$ cat src/rtl/pipeline_sample_driver_if.sv
// Sample handshake bundle between the ADC/DAC side, the driver and the dsp_pipeline.
// Signal prefixes are from the driver's point of view.
interface pipeline_sample_driver_if #(
    parameter int DATA_WIDTH = 16,
    parameter int CTR_WIDTH  = 16
);
    logic                  i_bypass;
    logic [DATA_WIDTH-1:0] i_adc_sample;
    logic                  i_adc_valid;
    logic [DATA_WIDTH-1:0] o_pipe_in_sample;
    logic                  o_pipe_in_valid;
    logic                  i_pipe_ready;
    logic                  i_pipe_error;
    logic [DATA_WIDTH-1:0] i_pipe_out_sample;
    logic [DATA_WIDTH-1:0] o_dac_sample;
    logic                  o_dac_valid;
    logic                  o_busy;
    logic                  o_timeout_flag;
    logic [CTR_WIDTH-1:0]  o_drop_count;
    logic [CTR_WIDTH-1:0]  o_sample_count;

    modport master (
        input  i_bypass, i_adc_sample, i_adc_valid,
        input  i_pipe_ready, i_pipe_error, i_pipe_out_sample,
        output o_pipe_in_sample, o_pipe_in_valid,
        output o_dac_sample, o_dac_valid, o_busy, o_timeout_flag,
        output o_drop_count, o_sample_count
    );

    modport slave (
        output i_bypass, i_adc_sample, i_adc_valid,
        output i_pipe_ready, i_pipe_error, i_pipe_out_sample,
        input  o_pipe_in_sample, o_pipe_in_valid,
        input  o_dac_sample, o_dac_valid, o_busy, o_timeout_flag,
        input  o_drop_count, o_sample_count
    );
endinterface

$ cat src/rtl/pipeline_sample_driver.sv
// Initiator for the dsp_pipeline sample handshake: buffers one ADC sample, issues it,
// returns the processed result to the DAC, and falls back to pass-through on stall/error.
module pipeline_sample_driver #(
    parameter int DATA_WIDTH     = 16,
    parameter int TIMEOUT_CYCLES = 4096,
    parameter int CTR_WIDTH      = 16
) (
    input  logic                     i_clk,
    input  logic                     i_reset,
    pipeline_sample_driver_if.master bus
);
    typedef enum logic [1:0] {IDLE, ISSUE, WAIT_BUSY, WAIT_DONE} state_t;

    localparam int                 TIMER_W    = $clog2(TIMEOUT_CYCLES + 1);
    localparam logic [TIMER_W-1:0] TIMER_LAST = TIMER_W'(TIMEOUT_CYCLES - 1);
    localparam logic [1:0]         BUSY_LAST  = 2'd3;

    state_t                r_state;
    logic [DATA_WIDTH-1:0] r_hold;
    logic                  r_pending;
    logic [DATA_WIDTH-1:0] r_pipe_in_sample;
    logic                  r_pipe_in_valid;
    logic [DATA_WIDTH-1:0] r_dac_sample;
    logic                  r_dac_valid;
    logic                  r_busy;
    logic                  r_timeout_flag;
    logic [CTR_WIDTH-1:0]  r_drop_count;
    logic [CTR_WIDTH-1:0]  r_sample_count;
    logic [TIMER_W-1:0]    r_timer;
    logic [1:0]            r_busy_cnt;

    logic w_take_bypass;
    logic w_take_pipe;
    logic w_consume;
    logic w_abort;
    logic w_done;
    logic w_finish;

    assign w_take_bypass = (r_state == IDLE) && r_pending && bus.i_bypass;
    assign w_take_pipe   = (r_state == IDLE) && r_pending && !bus.i_bypass
                           && bus.i_pipe_ready && !bus.i_pipe_error;
    assign w_consume     = w_take_bypass || w_take_pipe;

    // Pipeline never dropped ready, or went quiet/errored after dropping it: dry pass-through.
    assign w_abort  = ((r_state == WAIT_BUSY) && bus.i_pipe_ready && (r_busy_cnt == BUSY_LAST))
                   || ((r_state == WAIT_DONE) && (bus.i_pipe_error
                       || (!bus.i_pipe_ready && (r_timer == TIMER_LAST))));
    assign w_done   = (r_state == WAIT_DONE) && !bus.i_pipe_error && bus.i_pipe_ready;
    assign w_finish = w_abort || w_done;

    // NOTE: sequential state uses non-blocking assignments so every register samples pre-edge values.
    always_ff @(posedge i_clk) begin
        if (i_reset) begin
            r_hold       <= '0;
            r_pending    <= 1'b0;
            r_drop_count <= '0;
        end else if (bus.i_adc_valid) begin
            r_hold    <= bus.i_adc_sample;
            r_pending <= 1'b1;
            if (r_pending && !w_consume && (r_drop_count != '1))
                r_drop_count <= r_drop_count + CTR_WIDTH'(1);
        end else if (w_consume) begin
            r_pending <= 1'b0;
        end
    end

    always_ff @(posedge i_clk) begin
        if (i_reset) begin
            r_state          <= IDLE;
            r_busy           <= 1'b0;
            r_pipe_in_sample <= '0;
            r_pipe_in_valid  <= 1'b0;
            r_dac_sample     <= '0;
            r_dac_valid      <= 1'b0;
            r_timeout_flag   <= 1'b0;
            r_sample_count   <= '0;
            r_timer          <= '0;
            r_busy_cnt       <= '0;
        end else begin
            r_pipe_in_valid <= 1'b0;
            r_dac_valid     <= 1'b0;
            if (w_finish) begin
                r_dac_sample   <= w_abort ? r_pipe_in_sample : bus.i_pipe_out_sample;
                r_dac_valid    <= 1'b1;
                r_sample_count <= r_sample_count + CTR_WIDTH'(1);
                if (w_abort)
                    r_timeout_flag <= 1'b1;
                r_busy  <= 1'b0;
                r_state <= IDLE;
            end else begin
                case (r_state)
                    IDLE: begin
                        if (w_take_bypass) begin
                            r_dac_sample   <= r_hold;
                            r_dac_valid    <= 1'b1;
                            r_sample_count <= r_sample_count + CTR_WIDTH'(1);
                        end else if (w_take_pipe) begin
                            r_pipe_in_sample <= r_hold;
                            r_pipe_in_valid  <= 1'b1;
                            r_busy           <= 1'b1;
                            r_state          <= ISSUE;
                        end
                    end
                    ISSUE: begin
                        r_timer    <= '0;
                        r_busy_cnt <= '0;
                        r_state    <= WAIT_BUSY;
                    end
                    WAIT_BUSY: begin
                        r_timer <= r_timer + TIMER_W'(1);
                        if (!bus.i_pipe_ready)
                            r_state <= WAIT_DONE;
                        else
                            r_busy_cnt <= r_busy_cnt + 2'd1;
                    end
                    WAIT_DONE: begin
                        r_timer <= r_timer + TIMER_W'(1);
                    end
                    default: r_state <= IDLE;
                endcase
            end
        end
    end

    assign bus.o_pipe_in_sample = r_pipe_in_sample;
    assign bus.o_pipe_in_valid  = r_pipe_in_valid;
    assign bus.o_dac_sample     = r_dac_sample;
    assign bus.o_dac_valid      = r_dac_valid;
    assign bus.o_busy           = r_busy;
    assign bus.o_timeout_flag   = r_timeout_flag;
    assign bus.o_drop_count     = r_drop_count;
    assign bus.o_sample_count   = r_sample_count;
endmodule

$ cat src/flat_wrapper.sv
// flat-port wrapper written by rule: the top's interface ports become plain ports
module pipeline_sample_driver_flat 
#(
    parameter int DATA_WIDTH     = 16,
    parameter int TIMEOUT_CYCLES = 4096,
    parameter int CTR_WIDTH      = 16
)
  (i_clk, i_reset, bus_i_bypass, bus_i_adc_sample, bus_i_adc_valid, bus_i_pipe_ready, bus_i_pipe_error, bus_i_pipe_out_sample, bus_o_pipe_in_sample, bus_o_pipe_in_valid, bus_o_dac_sample, bus_o_dac_valid, bus_o_busy, bus_o_timeout_flag, bus_o_drop_count, bus_o_sample_count);
  pipeline_sample_driver_if #(.DATA_WIDTH(DATA_WIDTH), .CTR_WIDTH(CTR_WIDTH)) bus_i ();
  input  logic i_clk;
  input  logic i_reset;
  input wire logic [$bits(bus_i.i_bypass)-1:0] bus_i_bypass;
  input wire logic [$bits(bus_i.i_adc_sample)-1:0] bus_i_adc_sample;
  input wire logic [$bits(bus_i.i_adc_valid)-1:0] bus_i_adc_valid;
  input wire logic [$bits(bus_i.i_pipe_ready)-1:0] bus_i_pipe_ready;
  input wire logic [$bits(bus_i.i_pipe_error)-1:0] bus_i_pipe_error;
  input wire logic [$bits(bus_i.i_pipe_out_sample)-1:0] bus_i_pipe_out_sample;
  output wire logic [$bits(bus_i.o_pipe_in_sample)-1:0] bus_o_pipe_in_sample;
  output wire logic [$bits(bus_i.o_pipe_in_valid)-1:0] bus_o_pipe_in_valid;
  output wire logic [$bits(bus_i.o_dac_sample)-1:0] bus_o_dac_sample;
  output wire logic [$bits(bus_i.o_dac_valid)-1:0] bus_o_dac_valid;
  output wire logic [$bits(bus_i.o_busy)-1:0] bus_o_busy;
  output wire logic [$bits(bus_i.o_timeout_flag)-1:0] bus_o_timeout_flag;
  output wire logic [$bits(bus_i.o_drop_count)-1:0] bus_o_drop_count;
  output wire logic [$bits(bus_i.o_sample_count)-1:0] bus_o_sample_count;
  assign bus_i.i_bypass = bus_i_bypass;
  assign bus_i.i_adc_sample = bus_i_adc_sample;
  assign bus_i.i_adc_valid = bus_i_adc_valid;
  assign bus_i.i_pipe_ready = bus_i_pipe_ready;
  assign bus_i.i_pipe_error = bus_i_pipe_error;
  assign bus_i.i_pipe_out_sample = bus_i_pipe_out_sample;
  assign bus_o_pipe_in_sample = bus_i.o_pipe_in_sample;
  assign bus_o_pipe_in_valid = bus_i.o_pipe_in_valid;
  assign bus_o_dac_sample = bus_i.o_dac_sample;
  assign bus_o_dac_valid = bus_i.o_dac_valid;
  assign bus_o_busy = bus_i.o_busy;
  assign bus_o_timeout_flag = bus_i.o_timeout_flag;
  assign bus_o_drop_count = bus_i.o_drop_count;
  assign bus_o_sample_count = bus_i.o_sample_count;
  pipeline_sample_driver #(.DATA_WIDTH(DATA_WIDTH), .TIMEOUT_CYCLES(TIMEOUT_CYCLES), .CTR_WIDTH(CTR_WIDTH)) u_core (.i_clk(i_clk), .i_reset(i_reset), .bus(bus_i));
endmodule
$ cat config.mk
export PLATFORM = sky130hd
export DESIGN_NAME = pipeline_sample_driver_flat
export DESIGN_NICKNAME = d
export VERILOG_FILES = /design/src/rtl/pipeline_sample_driver_if.sv /design/src/rtl/pipeline_sample_driver.sv /design/src/flat_wrapper.sv
export SDC_FILE = /design/constraint.sdc
export NUM_CORES = 1
export LEC_CHECK = 0
export CAP_MARGIN = 20
export CELL_PAD_IN_SITES_DETAIL_PLACEMENT = 1
export CELL_PAD_IN_SITES_GLOBAL_PLACEMENT = 2
export CORE_MARGIN = 5
export CORE_UTILIZATION = 28
export CTS_BUF_LIST = sky130_fd_sc_hd__clkbuf_4 sky130_fd_sc_hd__clkbuf_8
export CTS_CLUSTER_SIZE = 14
export DETAILED_ROUTE_END_ITERATION = 6
export MAX_ROUTING_LAYER = met4
export PLACE_DENSITY_LB_ADDON = 0.1
export SLEW_MARGIN = 20
export SYNTH_ARGS = -nofsm -noshare
export SYNTH_HDL_FRONTEND = slang
export SYNTH_SLANG_ARGS = --single-unit
$ cat constraint.sdc
create_clock -name i_clk -period 2.3 [get_ports i_clk]
set_input_delay 0.46 -clock i_clk [delete_from_list [all_inputs] [get_ports i_clk]]
set_output_delay 0.46 -clock i_clk [all_outputs]
set_load 0.01 [all_outputs]
==> flow_summary.json, run 1 <==
{
  "status": "complete, no violations",
  "rsz0062_at_grt": "no",
  "min_period_ns": 2.166,
  "drt-total-wl_um": 15280,
  "synth_common_cells": "dfxtp_1, nand2_1, a21oi_1, nor2_1, nand3_1",
  "drcViolationCount": 0,
  "drtIter0Drc": 127,
  "placedCellCount": 886,
  "die_width_um": 141.0,
  "cts_buffers": 9,
  "fp.dieH_um": 141.0,
  "final_antenna_net_count": 0,
  "crit_slowest_cell": "dfxtp_2",
  "routed-via-count": 4461,
  "fmax_mhz": 461.8,
  "cts_buffer_depth": 2,
  "fillers": 2002,
  "grt_overflow": 0,
  "hold_viol": 0,
  "post_synth_inst_count": 547,
  "grt_pass1_vias": 4690,
  "crit_chain": "ha_1, buf_4, nor2b_2, o21ai_4, buf_4, nand3_4, buf_12, or3_1, a21oi_1",
  "worstMarginPinSlew_ns": 0.5155,
  "cp.required_ns": 2.61,
  "io-pin-count": 106,
  "max-cap-violations": 0,
  "slowest_delay_ns": 0.35,
  "yosysSeqAreaShare_pct": 42.49,
  "fp-row-count": 48,
  "ir_drop_mv": 0.3417,
  "critPathCaptureType": "flop",
  "antenna_found_initial": 0,
  "worstPathMaxFanout": 9,
  "wl_per_cell_um": 16.83,
  "crit_type": "flop to flop",
  "htreeDepth": 3,
  "crit_top_cell": "buf_4",
  "portBuffers": 105,
  "p_leak_uw": 0.002436,
  "syn-cell-area_mm2": 0.004806,
  "syn_area_per_cell_um2": 8.786,
  "async_reset_ff_share_pct": 0,
  "synth-edff-count": 0,
  "path_clk_slew_ns": 0.11,
  "syn_nets": 594,
  "critPathLaunchType": "flop",
  "finalClockSkew_ns": 0.01859,
  "area_delta_synth_final_pct": 38.82,
  "finalCritPeriodShare_pct": 94.15,
  "yosys_warnings": 0,
  "finalSetupViolCount": 0,
  "synth_top_flop_cell": "dfxtp_1",
  "nets": 725,
  "cts_hold_buf": 0,
  "synth_top_area_share_pct": 42.49,
  "cp.arrival_ns": 2.48,
  "stdcell_count": 908,
  "ys_ff_latch": 102,
  "root_buffer": "clkbuf_8",
  "synth_area_leaders": "dfxtp_1, a21oi_1, mux2i_1",
  "cts_tree": "done",
  "grt_max_degree": 48,
  "r2r_setup_slack_ns": 0.13,
  "die-area_mm2": 0.01988,
  "drv_slew": 0,
  "synth.distinct_cells": 53,
  "start_util_pct": 28.18,
  "drt-pass1-iter-count": 4,
  "coreArea_mm2": 0.01706,
  "slew_headroom_pct": 65.51,
  "grt_pass1_wl_um": 24830,
  "num_antenna_cells": 0,
  "yosysMostFrequentCell": "dfxtp_1",
  "powerDensity_mw_per_mm2": 575.9,
  "hpwlAfterDp_um": 11440,
  "drive_gt1_share_pct": 14.35,
  "setup_tns_ns": 0,
  "cts.sinks": 102,
  "hold_class": "flop to flop",
  "gp_congestion": 0.7731,
  "synth_area_leader_cell": "dfxtp_1",
  "groute.usage.overall_pct": 15.77,
  "vias_per_cell": 4.913,
  "clk_latency_ns": 0.38
}
## stage by stage
| step | hold slack, ns | total power (uW) | setup slack, ns | utilization, % | instance area (um^2) |
|---|---|---|---|---|---|
| 4_1_cts | 0.4683 | 3910 | 0.03922 | 38.81 | 6619 |
| 3_5_place_dp | 0.4527 | 2470 | -0.3166 | 37.17 | 6340 |
| 3_3_place_gp | 0.4474 | 2450 | -0.2514 | 37.17 | 6340 |
| 5_1_grt | 0.4894 | 4028 | 0.02088 | 39.11 | 6671 |
| 6_report | 0.4634 | 3842 | 0.1345 | 39.11 | 6671 |
| 2_1_floorplan | 0.4486 | 2216 | 0.09394 | - | 4806 |
## final timing paths
| check | start | to | cells after the start |
|---|---|---|---|
| hold / removal | u_core.bus.o_timeout_flag | u_core.bus.o_timeout_flag | 2 |
| setup reg to reg | u_core.r_state[0] | u_core.r_busy_cnt[0] | 9 |
| hold reg to reg | u_core.bus.o_timeout_flag | u_core.bus.o_timeout_flag | 2 |
| setup / recovery | u_core.r_state[0] | u_core.r_busy_cnt[0] | 9 |
## routing by layer
metal	routed length (um)	vias up	global-route usage [%]
met5	0	-	-
met4	208	0	4.539
met3	506	14	2.476
met2	7530	70	27.22
met1	7036	2149	19.07
li1	-	2228	-
## final cells by class
type	count	area (um^2)	area share (%)
clock inverters	7	121.4	1.819
inverters	12	45.04	0.6752
flip-flops and latches	102	2044	30.65
well taps	225	281.5	4.220
clock buffers	9	123.9	1.857
multi-input cells	404	2604	39.03
repair buffers	149	1451	21.76
## flip-flops by register name, indices dropped and copies added, names as in the netlist
name	flops
u_core.r_pending	1
u_core.bus.o_busy	1
u_core.bus.o_dac_sample	16
u_core.bus.o_pipe_in_sample	16
u_core.r_state	2
u_core.bus.o_drop_count	16
u_core.bus.o_dac_valid	1
u_core.bus.o_sample_count	16
u_core.r_busy_cnt	2
u_core.bus.o_pipe_in_valid	1
u_core.r_timer	13
u_core.bus.o_timeout_flag	1
u_core.r_hold	16
## worst max-delay path, delay by kind of cell, from the launching register on
family                     cells  cell delay (ns)
DFF                            1             0.35
and+or+nand+nor                3             0.63
AOI/OAI and AO/OA              2             0.41
buffers and inverters          3             0.51
adders and majority gates      1             0.21
## report_power, final
part           switching [uW]  leakage, uW  internal (uW)
registers                47.6     0.000827           1820
clock network             679     0.000112            727
logic                     299      0.00150            269
## cell families after synthesis
family | Yosys count | synth area share [%]
muxes | 35 | 7.680
xor gates and xnor gates | 11 | 2.005
buffers and inverters | 41 | 4.113
AOI/OAI and AO/OA | 105 | 13.72
adders and majority gates | 9 | 2.343
DFF | 102 | 42.49
and+or+nand+nor | 244 | 27.65
## placed cells by master (no fill, tap or decap), types with 11 or more instances in the layout
master	instances
clkdlybuf4s50_1	104
dfxtp_1	100
nand2_1	63
a21oi_1	54
nor2_1	47
nand3_1	40
buf_4	38
mux2i_1	26
or4_1	15
o21ai_0	13
o31ai_1	13
inv_1	12
nand4_1	12
nor2b_1	12
or3_1	11
or2_2	11
## repair_timing
action                     CTS  global route
setup endpoints to repair   15            23
pin swaps                    1             3
gates resized for setup      1             5
buffers inserted             2             4
No activity file was read; power rests on OpenSTA's default activity.
==> inputs of run 2 (changes only) <==
- CAP_MARGIN: 20 -> 5
- TNS_END_PERCENT: unset -> 50
==> flow_summary.json, run 2 (same netlist as run 1, synthesis figures left out) <==
{
  "antenna_found_initial": 0,
  "worstMarginPinSlew_ns": 0.5113,
  "io-pin-count": 106,
  "placedCellCount": 886,
  "met2_usage_pct": 27.29,
  "cts_tree": "done",
  "placed_cell_area_mm2": 0.006340,
  "nets": 722,
  "gp_congestion": 0.7731,
  "powerDensity_mw_per_mm2": 577.2,
  "worstPathMaxFanout": 7,
  "fp.dieH_um": 141.0,
  "die_width_um": 141.0,
  "cts_hold_buf": 0,
  "p_total_uw": 3834,
  "final_cell_mix": "clkdlybuf4s50_1, dfxtp_1, nand2_1, a21oi_1, nor2_1",
  "ir_drop_mv": 0.3419,
  "p_sw_share_pct": 26.55,
  "hold_class": "flop to flop",
  "p_sw_uw": 1018,
  "grt.met3_usage_pct": 2.476,
  "finalSetupViolCount": 0,
  "portBuffers": 105,
  "wl_per_cell_um": 16.84,
  "cp.required_ns": 2.61,
  "critPathLaunchType": "flop",
  "busiest_layer": "met2",
  "coreArea_mm2": 0.01706,
  "grt_max_degree": 48,
  "final_common_cell": "clkdlybuf4s50_1",
  "finalCritPeriodShare_pct": 95.00,
  "grt_use_met1_pct": 19.07,
  "num_antenna_cells": 0,
  "internal_power_uw": 2816,
  "hold_viol": 0,
  "drv_slew": 0,
  "status": "complete, no violations",
  "vias_per_cell": 4.913,
  "final_area_mm2": 0.006643,
  "grt_overflow": 0,
  "drcViolationCount": 0,
  "slew_headroom_pct": 65.79,
  "crit_type": "flop to flop",
  "fp-row-count": 48,
  "die-area_mm2": 0.01988,
  "power_frac_comb_pct": 14.8,
  "rsz0062_at_grt": "yes",
  "holdWs_ns": 0.4631,
  "htreeDepth": 3,
  "drive_gt1_share_pct": 14.12,
  "fmax_mhz": 457.6,
  "area_delta_synth_final_pct": 38.22,
  "clk_latency_ns": 0.38,
  "stdcell_count": 905,
  "critPathCaptureType": "flop",
  "cts_buffer_depth": 2,
  "cp.arrival_ns": 2.49,
  "finalClockSkew_ns": 0.01750,
  "routed-via-count": 4446,
  "min_period_ns": 2.185,
  "cts.sinks": 102,
  "setup_tns_ns": 0,
  "drt-pass1-iter-count": 4,
  "p_clk_share_pct": 36.5,
  "p_leak_uw": 0.002405,
  "groute.usage.overall_pct": 15.80,
  "cts_buffers": 9,
  "hpwlAfterDp_um": 11440,
  "root_buffer": "clkbuf_8",
  "path_clk_slew_ns": 0.10,
  "drtIter0Drc": 133,
  "drt-total-wl_um": 15240,
  "power_frac_seq_pct": 48.7,
  "start_util_pct": 28.18,
  "final_antenna_net_count": 0,
  "max-cap-violations": 0,
  "grt_pass1_wl_um": 24860,
  "grt_pass1_vias": 4689
}
==> run 2: cell count changes in the layout (fill, tap and decap cells not counted) <==
cell / delta
ha_1: -1
ha_2: +1
nor4_4: -1
buf_4: -3
nor4_2: +1
==> run 2: worst paths after layout <==
check | from | to | slack [ns] | cells past startpoint
setup / recovery | u_core.r_state[0] | u_core.r_busy_cnt[0] | 0.11 | 9
setup reg to reg | u_core.r_state[0] | u_core.r_busy_cnt[0] | 0.11 | 9
hold reg to reg | u_core.bus.o_timeout_flag | u_core.bus.o_timeout_flag | 0.46 | 2
hold / removal | u_core.bus.o_timeout_flag | u_core.bus.o_timeout_flag | 0.46 | 2
==> run 2: cell type report <==
class	instances	area, um^2
clock buffer	9	123.9
clock inverter	7	121.4
fill	2004	10410
inverter	12	45.04
multi-input combinational	404	2597
sequential	102	2044
tap	225	281.5
timing repair buffer	146	1429
==> run 2: routing by layer <==
layer  wire length, um  vias to the layer above  part of all wire (%)
li1                  -                     2220                     -
met1              7004                     2139                    46
met2              7515                       73                    49
met3               512                       14                   3.4
met4               208                        0                   1.4
met5                 0                        -                     0
==> run 2: repair_timing <==
| action | in CTS | in global routing |
|---|---|---|
| setup endpoints to repair | 15 | 19 |
| pin swaps | 1 | 1 |
| setup buffers | 0 | 3 |
| resized for setup | 4 | 2 |
| gates cloned | 0 | 0 |
==> run 2: power groups by stage <==
stage               clock, uW  combinational, uW  sequential (uW)
floorplan                   0                315             1900
global placement            0                546             1900
detailed placement          0                563             1910
CTS                      1470                570             1870
global route             1530                625             1880
finish                   1400                566             1870
==> run 2: critical path: stages, from the launching register on <==
cell and delay [ns]:
dfxtp_2 0.37, inv_1 0.09, ha_1 0.22, and2_1 0.22
o21ai_4 0.30, buf_4 0.18, nand3_4 0.11, buf_12 0.16
or3_1 0.34, a21oi_1 0.14
==> run 2: stage by stage <==
step | setup WS, ns | util [%]
3_5_place_dp | -0.3166 | 37.17
3_3_place_gp | -0.2514 | 37.17
2_1_floorplan | 0.09394 | -
6_report | 0.1149 | 38.95
5_1_grt | -0.01771 | 38.95
4_1_cts | 0.007876 | 38.67
==> inputs of run 3 (changes only) <==
- HOLD_SLACK_MARGIN: unset -> 0.1
==> results of run 3 <==
The final DEF is identical to that of run 2; final timing and power are the same.
